## src/rtl/var_delay_line.sv

```systemverilog
// var_delay_line: WIDTH-bit, DEPTH-stage stallable delay line with per-word valid,
// flush, runtime output tap and registered occupancy. Optional: VAR_DELAY_LINE_ZERO_INVALID_EN.
module var_delay_line #(
  parameter int               WIDTH     = 8,
  parameter int               DEPTH     = 4,
  parameter logic [WIDTH-1:0] RESET_VAL = '0,
  localparam int              TW        = (DEPTH > 2) ? $clog2(DEPTH) : 1,
  localparam int              FW        = $clog2(DEPTH + 1)
) (
  input  logic             clk,
  input  logic             rst,
  input  logic             en,
  input  logic             flush,
  input  logic [WIDTH-1:0] d,
  input  logic             d_valid,
  input  logic [TW-1:0]    tap,
  output logic [WIDTH-1:0] q,
  output logic             q_valid,
  output logic [FW-1:0]    fill
);

  localparam logic [TW:0]   DEPTH_W  = (TW + 1)'(DEPTH);
  localparam logic [TW-1:0] LAST_TAP = TW'(DEPTH - 1);

  logic [WIDTH-1:0] data_p [DEPTH];
  logic [DEPTH-1:0] vld_p;
  logic [DEPTH-1:0] vld_nxt;
  logic [TW-1:0]    ts;

  function automatic logic [FW-1:0] popcount(input logic [DEPTH-1:0] v);
    logic [FW-1:0] c;
    c = '0;
    for (int i = 0; i < DEPTH; i++) c = c + FW'(v[i]);
    return c;
  endfunction

  // Out-of-range taps select the last stage
  function automatic logic [TW-1:0] clamp_tap(input logic [TW-1:0] t);
    if ({1'b0, t} < DEPTH_W) return t;
    return LAST_TAP;
  endfunction

  always_comb begin
    vld_nxt = vld_p;
    if (rst || flush)
      vld_nxt = '0;
    else if (en)
      vld_nxt = {vld_p[DEPTH-2:0], d_valid};
  end

  // Stage boundary: shift register, valid vector and occupancy all advance together
  always_ff @(posedge clk) begin
    vld_p <= vld_nxt;
    fill  <= popcount(vld_nxt);
    if (rst || flush) begin
      for (int i = 0; i < DEPTH; i++) data_p[i] <= RESET_VAL;
    end else if (en) begin
      data_p[0] <= d;
      for (int i = 1; i < DEPTH; i++) data_p[i] <= data_p[i-1];
    end
  end

  assign ts      = clamp_tap(tap);
  assign q_valid = vld_p[ts];

`ifdef VAR_DELAY_LINE_ZERO_INVALID_EN
  assign q = vld_p[ts] ? data_p[ts] : RESET_VAL;
`else
  assign q = data_p[ts];
`endif

endmodule
```

## config.mk

```make
export PLATFORM = sky130hd
export DESIGN_NAME = var_delay_line
export DESIGN_NICKNAME = d
export VERILOG_FILES = /design/src/rtl/var_delay_line.sv
export SDC_FILE = /design/constraint.sdc
export NUM_CORES = 1
export LEC_CHECK = 0
export CORE_MARGIN = 2
export CORE_UTILIZATION = 41
export CTS_CLUSTER_DIAMETER = 80
export DETAILED_ROUTE_END_ITERATION = 10
export MAX_ROUTING_LAYER = met4
export PLACE_DENSITY_LB_ADDON = 0.1
export SYNTH_ARGS = -nofsm -noshare
export SYNTH_HDL_FRONTEND = slang
export SYNTH_SLANG_ARGS = --single-unit
export TNS_END_PERCENT = 30
```

## constraint.sdc

```tcl
create_clock -name clk -period 2.5 [get_ports clk]
set_input_delay 0.625 -clock clk [delete_from_list [all_inputs] [get_ports clk]]
set_output_delay 0.625 -clock clk [all_outputs]
set_load 0.1 [all_outputs]
```

After elaboration in Yosys (flattened, before gate mapping)
Memories as Yosys holds them, arrays and structs flattened.
Cells that the tools add are included.
{"block": "totals", "register_bits": 7, "ramBits": 32, "input_bits": 15, "output_inout_bits": 12, "word_cells": 25, "memories": 1}
{"name": "data_p", "words": 4, "width": 8, "rd": 4, "rd_ports_with_merged_regs": 0, "wr": 4, "line": "25", "rtl": "logic [WIDTH-1:0] data_p [DEPTH];"}
{"block": "classes", "n_addsub": 3, "magnitude_cmp": 1, "mux": 13, "bitwise": 4, "n_reduce_logical": 1}
{"operator": "$mux 8", "n": 4}
{"operator": "$mux 4", "n": 2}
{"operator": "$mux 1", "n": 6}
{"operator": "$or 1x1->1", "n": 4}
{"operator": "$add 2x1->3", "n": 1}
{"operator": "$add 3x1->3", "n": 1}
{"operator": "$lt 2x3->1 const B", "n": 1}
{"operator": "$add 1x1->2", "n": 1}
{"operator": "$bmux 1 s2", "n": 1}
{"operator": "$logic_or 1x1->1", "n": 1}

Logic depth before layout (Yosys ltp)
Gate-level depths: netlist of run 1.
{"block": "logic_depth", "word_depth": 5, "mapped_depth": 6, "ltp_nobuf": 5}

Least setup slack after synthesis of run 1
No wires, ideal clock.
{"block": "synth_timing", "path_kind": "input port to output port", "startpoint": "input tap[0]", "endpoint": "output q[0]", "t_arrival_ns": 1.594, "t_required_ns": 1.875, "slack_ns": 0.281, "cell_stages": 2, "path_buffers": 1, "cell_sequence": "buf_4 -> mux4_2"}
{"block": "synth_between", "elab_chain_len": 1}
{"item": "start: declaration", "line": "16", "rtl": "input logic [TW-1:0] tap,"}
{"item": "$mem_v2 4x8"}
{"item": "end: declaration", "line": "17", "rtl": "output logic [WIDTH-1:0] q,"}
Every way passes these cells.

Final worst setup path of run 1
{"block": "layout_timing", "startpoint": "input tap[1]", "endpoint": "output q[0]"}
Same word-level chain as after synthesis.

==> flow_summary.ini, run 1 <==
[run_status]
outcome = complete, no violations

[cells_and_area]
antenna_cells = 0
multiInputGateArea_um2 = 566
finish.utilization_pct = 56.8
drive_above_1_share_pct = 44.9
area_delta_synth_final_pct = 33.8
fin_nets = 153
fin_area_um2 = 2270
regArea_um2 = 1100
fill_cells = 314

[yosys]
synth-edff-count = 32
synth_most_common_cell = edfxtp_1
yosys_warnings = 0
yosysSeqAreaShare_pct = 64.8
synthArstFlopShare_pct = 0
yosys.area.top_type = edfxtp_1
synthFlopType = edfxtp_1
synth.top_cells.by_count = edfxtp_1 (32), and2_2 (21), and2_1 (11)
synth_area_um2 = 1700
yosysUniqueCellTypes = 15
ys_seq_elements = 39
synth_top_area_share_pct = 56.6
syn_avg_cell_area_um2 = 17.2
yosys-top-cells-area = edfxtp_1 (57%), mux4_2 (12%), and2_2 (9.3%)
syn-instance-count = 99
synth_nets = 117

[sta]
timing.hold.ws_ns = 0.551
tightest_slew_ns = 0.872
layout_setup_ws_ns = 0.0617
setup_tns_ns = 0
max_slew_margin_pct = 41.8
rsz0062_at_grt = no
setup_violations = 0
finClkSkew_ns = 0.00419
hold_violations = 0
finalCriticalPeriod_ns = 2.44
drv_slew = 0
post-route-period-util_pct = 97.5
timing.fmax_mhz = 410

[worst_setup_path]
cp_max_fo = 9
r2r_cells = 6
arrival_ns = 1.81
cp-end-kind = output pin
worstSetupPathType = input port to output pin
reg2reg_from = vld_p[1]
r2r_end = fill[1]
cp-start-kind = input port
crit_required_ns = 1.88
r2r_slack_ns = 0.75

[clock_network]
cts_made_buffers = 5
root_buffer = clkbuf_8
cts_hold_buf = 0
cts_max_level = 2
cts_tree = yes
clk_latency_ns = 0.28
clockBufferDepth = 2
path_clk_slew_ns = 0.07
cts_sinks = 39

[pwr]
power_density_nw_per_um2 = 618
ir_worst_vdd_mv = 0.447
p_leak_nw = 0.929

[grt]
grt_max_degree = 33
met3_usage_pct = 4.77
grt_overflow = 0
grt-busiest-layer = met2
met2_usage_pct = 20.5
antenna_found_initial = 0
grt_pass1_wl_um = 4690
use_met1_pct = 19.3
track_usage_pct = 14.9
grt_pass1_vias = 957

[min_path]
hold_path_end = data_p[3][6]
worstHoldStart = data_p[2][6]
hold_path.class = flop to flop
hold_depth = 1

[floorplanning]
core_um2 = 4000
die-area_um2 = 4680
io_pins = 27
initial_core_util_pct = 42.5
die_y_um = 68.4
die_x_um = 68.4
rows = 23

[drt]
vias = 913
drt_iter0_markers = 55
drc = 0
first_pass_iters = 4
viasPerCell = 4.91
wl_per_cell_um = 14.6
final_antenna_net_count = 0
wl_um = 2720

[placement]
placed_cell_area_um2 = 2160
numPortBuffers = 26
dpl.hpwl_um = 1910
routabilityCongestion = 0.716
place_ws_ns = -0.233

[run]
maxCapViolCount = 0
[worst max-delay path by stage]
| stage | start | to | slack (ns) | depth (start not counted) |
|---|---|---|---|---|
| after floorplan | tap[0] | q[0] | 0.28 | 2 |
| after global placement | en | fill[1] | -0.16 | 7 |
| final | tap[1] | q[0] | 0.06 | 4 |
| after CTS | tap[1] | q[0] | 0.04 | 4 |
| after global routing | tap[1] | q[0] | 0.03 | 4 |
| after detailed placement | en | fill[1] | -0.23 | 6 |
[placed cells by master (no fill, tap or decap)]
cell type        instances
edfxtp_1                32
and2_2                  21
clkdlybuf4s50_1         12
and2_1                  11
buf_12                  11
mux4_2                   9
buf_4                    8
clkbuf_8                 7
dfxtp_1                  7
mux2i_1                  4
nor3_1                   3
ha_1                     2
buf_6                    2
nor3_2                   1
or3_2                    1
nor3b_4                  1
fa_1                     1
clkbuf_1                 1
dlymetal6s2s_1           1
dlygate4sd2_1            1
[sequential cells by signal, summed over array words and instances, names as in the netlist]
name    flops
vld_p       4
data_p     32
fill        3
[report_power, final]
group          internal (mW)  switching [mW]  leakage (nW)
logic                 0.0950           0.121         0.449
clock network          0.252           0.198        0.0515
registers              0.727          0.0110         0.428
[per-layer routing]
layer / up-vias / routed length, µm
met2: 16 / 1340
met4: 0 / 53
li1: 438 / -
met1: 454 / 1200
met5: - / 0
met3: 5 / 121
[metrics by stage]
stage | std cells | power [mW]
final | 186 | 1.40
after global routing | 186 | 1.46
after CTS | 186 | 1.42
after detailed placement | 178 | 0.970
after global placement | 178 | 0.966
after floorplan | 99 | 0.876
[worst max-delay path, cell delays in order]
cell and delay, ns:
clkdlybuf4s50_1 0.51, buf_12 0.15, mux4_2 0.34, buf_12 0.19
[final cells by class]
type | count | share of cell area (%)
clock buffers | 8 | 4.40
flip-flops and latches | 39 | 48.4
well taps | 50 | 2.75
repair buffers | 35 | 19.5
multi-input cells | 54 | 24.9
[logic make-up after synthesis]
logic type    Yosys count  synth area share [%]
simple gates           38                  16.1
mux                    13                  14.3
fa+ha+maj               3                  2.65
buf+inv                 6                  2.21
flops                  39                  64.8
[repair_timing]
item	in CTS	in global routing
setup buffers	0	0
setup endpoints to repair	9	1
gates resized for setup	3	2
Note: power is estimated with default switching activity, not from simulation.
==> run 2, diff against run 1 <==
--- a/config.mk
+++ b/config.mk
@@ -5,12 +5,14 @@
 export SDC_FILE = /design/constraint.sdc
 export NUM_CORES = 1
 export LEC_CHECK = 0
+export ABC_AREA = 1
 export CORE_MARGIN = 2
 export CORE_UTILIZATION = 41
 export CTS_CLUSTER_DIAMETER = 80
 export DETAILED_ROUTE_END_ITERATION = 10
 export MAX_ROUTING_LAYER = met4
 export PLACE_DENSITY_LB_ADDON = 0.1
+export RECOVER_POWER = 25
 export SYNTH_ARGS = -nofsm -noshare
 export SYNTH_HDL_FRONTEND = slang
 export SYNTH_SLANG_ARGS = --single-unit
==> run 2 against run 1 <==
Flip-flop and latch count is the same; utilization shrank 3.1 points; clock skew grew 0.0026 ns; critical path depth grew 1; final area grew 2.9%; combinational power grew 35%; synthesized area grew 8.9%; synthesized cell count grew 110%; largest power group unchanged; via count grew 43%; routed wire length grew 21%; count of clock-buffer cells in the layout shrank 1.
==> flow_summary.ini, run 2 <==
[worst_setup_path]
slowest_delay_ns = 0.47
crit_family = buffers and inverters
r2r_end = fill[1]
crit_buf_inv = 3
worstSetupPathType = input port to output pin
r2r_slack_ns = 0.80
crit_chain = clkdlybuf4s50_1, inv_2, nand3_1, nand2_1, buf_12
reg2reg_from = vld_p[1]
cpMaxStageDelayCell = clkdlybuf4s50_1
cp_num_cells = 5
cp-start-kind = input port
arrival_ns = 1.75
crit_required_ns = 1.88
cp_max_fo = 9
cp-end-kind = output pin
r2r_cells = 5

[drt]
vias = 1306
viasPerCell = 4.44
final_antenna_net_count = 0
drc = 0
wl_um = 3300
wl_per_cell_um = 11.2
first_pass_iters = 4
drt_iter0_markers = 72

[clock_network]
cts_made_buffers = 5
path_clk_slew_ns = 0.07
post_cts_buffers = 0
clockBufferDepth = 2
cts_tree = yes
cts_hold_buf = 0
root_buffer = clkbuf_8
cts_sinks = 39
ctsResizeCount = 0
clk_latency_ns = 0.29
cts_max_level = 2

[yosys]
synth_nets = 225
synth_most_common_cell = nand2_1
synthFlopType = edfxtp_1
ys_seq_elements = 39
yosysSeqAreaShare_pct = 59.5
synth_top_area_share_pct = 51.9
yosys-top-cells-area = edfxtp_1 (52%), nand2_1 (11%), inv_1 (9.3%)
syn-instance-count = 207
yosys_warnings = 0
synth.top_cells.by_count = nand2_1 (54), inv_1 (46), edfxtp_1 (32)
synth_area_um2 = 1850
syn_avg_cell_area_um2 = 8.94
yosysUniqueCellTypes = 16
yosys.area.top_type = edfxtp_1
synthArstFlopShare_pct = 0
synth-edff-count = 32

[pwr]
power_mw = 1.43
ir_worst_vdd_mv = 0.286
internal_power_mw = 1.02
clockPowerShare_pct = 28.5
power_density_nw_per_um2 = 612
p_leak_nw = 1.07
p_sw_share_pct = 28.4
comb_power_share_pct = 20.3
p_switching_mw = 0.406
pwr-share-seq_pct = 51.2

[grt]
grt_pass1_wl_um = 5980
grt_overflow = 0
track_usage_pct = 15.9
antenna_found_initial = 0
grt_max_degree = 33
grt_pass1_vias = 1327

[sta]
timing.fmax_mhz = 422
finalCriticalPeriod_ns = 2.37
timing.hold.ws_ns = 0.519
hold_violations = 0
tightest_slew_ns = 1.17
post-route-period-util_pct = 94.8
finClkSkew_ns = 0.00678
drv_slew = 0
setup_violations = 0
max_slew_margin_pct = 22.7
setup_tns_ns = 0
rsz0062_at_grt = no

[min_path]
hold_path.class = flop to flop
hold_depth = 2
worstHoldStart = vld_p[3]
hold_path_end = vld_p[3]

[floorplanning]
die_y_um = 71.2
die-area_um2 = 5070
core_um2 = 4350
rows = 24
initial_core_util_pct = 42.5
die_x_um = 71.2
io_pins = 27

[placement]
dpl.hpwl_um = 2230
routabilityCongestion = 0.689
numPortBuffers = 26

[cells_and_area]
largest_reg_flops = 32
antenna_cells = 0
top_register = data_p
mostFrequentLayoutCell = nand2_1
fill_cells = 411
largest_registers = data_p: 32 flops, vld_p: 4 flops, fill: 3 flops
multiInputGateArea_um2 = 493
fin_nets = 259
drive_above_1_share_pct = 11.6
area_delta_synth_final_pct = 26.4
final_cell_mix = nand2_1 (55), inv_1 (46), edfxtp_1 (32)
regArea_um2 = 1100

[run_status]
outcome = complete, no violations

[run]
maxCapViolCount = 0
-- run 2: worst reg2reg max path, stage by stage (launching register included) --
cell	delay [ns]
dfxtp_1	0.38
nand2_1	0.07
a21oi_1	0.22
fa_1	0.47
ha_1	0.20
ha_1	0.26
-- run 2: routing by layer --
layer  global-route usage, %  wire [µm]  vias to the layer above
met5                       -          0                        -
li1                        -          -                      690
met2                    25.6       1600                       19
met3                    4.42        113                        7
met4                    4.40         41                        0
met1                    19.6       1540                      590
-- run 2: stage by stage --
step                setup WS, ns  utilization (%)  area [µm²]  instances
finish                     0.130             53.7        2340        294
global route              0.0158             53.7        2340        294
CTS                       0.0425             54.4        2370        294
floorplan                  0.202                -        1850        207
detailed placement       -0.0578             52.5        2290        286
global placement         -0.0154             52.5        2290        286
-- run 2: how the worst max path moves through the flow --
stage | start | slack (ns) | end
6_report | tap[1] | 0.13 | q[2]
5_1_grt | tap[1] | 0.02 | q[3]
4_1_cts | tap[0] | 0.04 | q[2]
3_5_place_dp | en | -0.06 | fill[1]
3_3_place_gp | en | -0.02 | fill[1]
2_1_floorplan | tap[0] | 0.20 | q[6]
-- run 2: cell type report --
type / instances / share of cell area (%)
Sequential cell: 39 / 47.1
Inverter: 48 / 7.81
Tap cell: 52 / 2.78
Timing Repair Buffer: 34 / 17.8
Clock buffer: 7 / 3.26
Clock inverter: 1 / 0.214
Multi-Input combinational cell: 113 / 21.1
-- run 2: power groups by stage --
| stage | Combinational (mW) | Clock [mW] | Sequential [mW] |
|---|---|---|---|
| final | 0.291 | 0.408 | 0.732 |
| after global routing | 0.312 | 0.445 | 0.735 |
| after global placement | 0.297 | 0 | 0.746 |
| after CTS | 0.298 | 0.419 | 0.733 |
| after floorplan | 0.178 | 0 | 0.751 |
| after detailed placement | 0.297 | 0 | 0.747 |
-- run 2: cells by family after synthesis --
group / share of synthesized area, %
AO/OA/AOI/OAI: 1.08
adder cells (fa/ha/maj): 2.43
buffers and inverters: 13.6
flip-flops: 59.5
AND/OR/NAND/NOR: 23.4
==> run 3, diff against run 2 <==
--- a/config.mk
+++ b/config.mk
@@ -6,6 +6,7 @@
 export NUM_CORES = 1
 export LEC_CHECK = 0
 export ABC_AREA = 1
+export ABC_CLOCK_PERIOD_IN_PS = 2500
 export CORE_MARGIN = 2
 export CORE_UTILIZATION = 41
 export CTS_CLUSTER_DIAMETER = 80
==> results of run 3 <==
No change in the layout: final DEF, timing and power equal those of run 2.
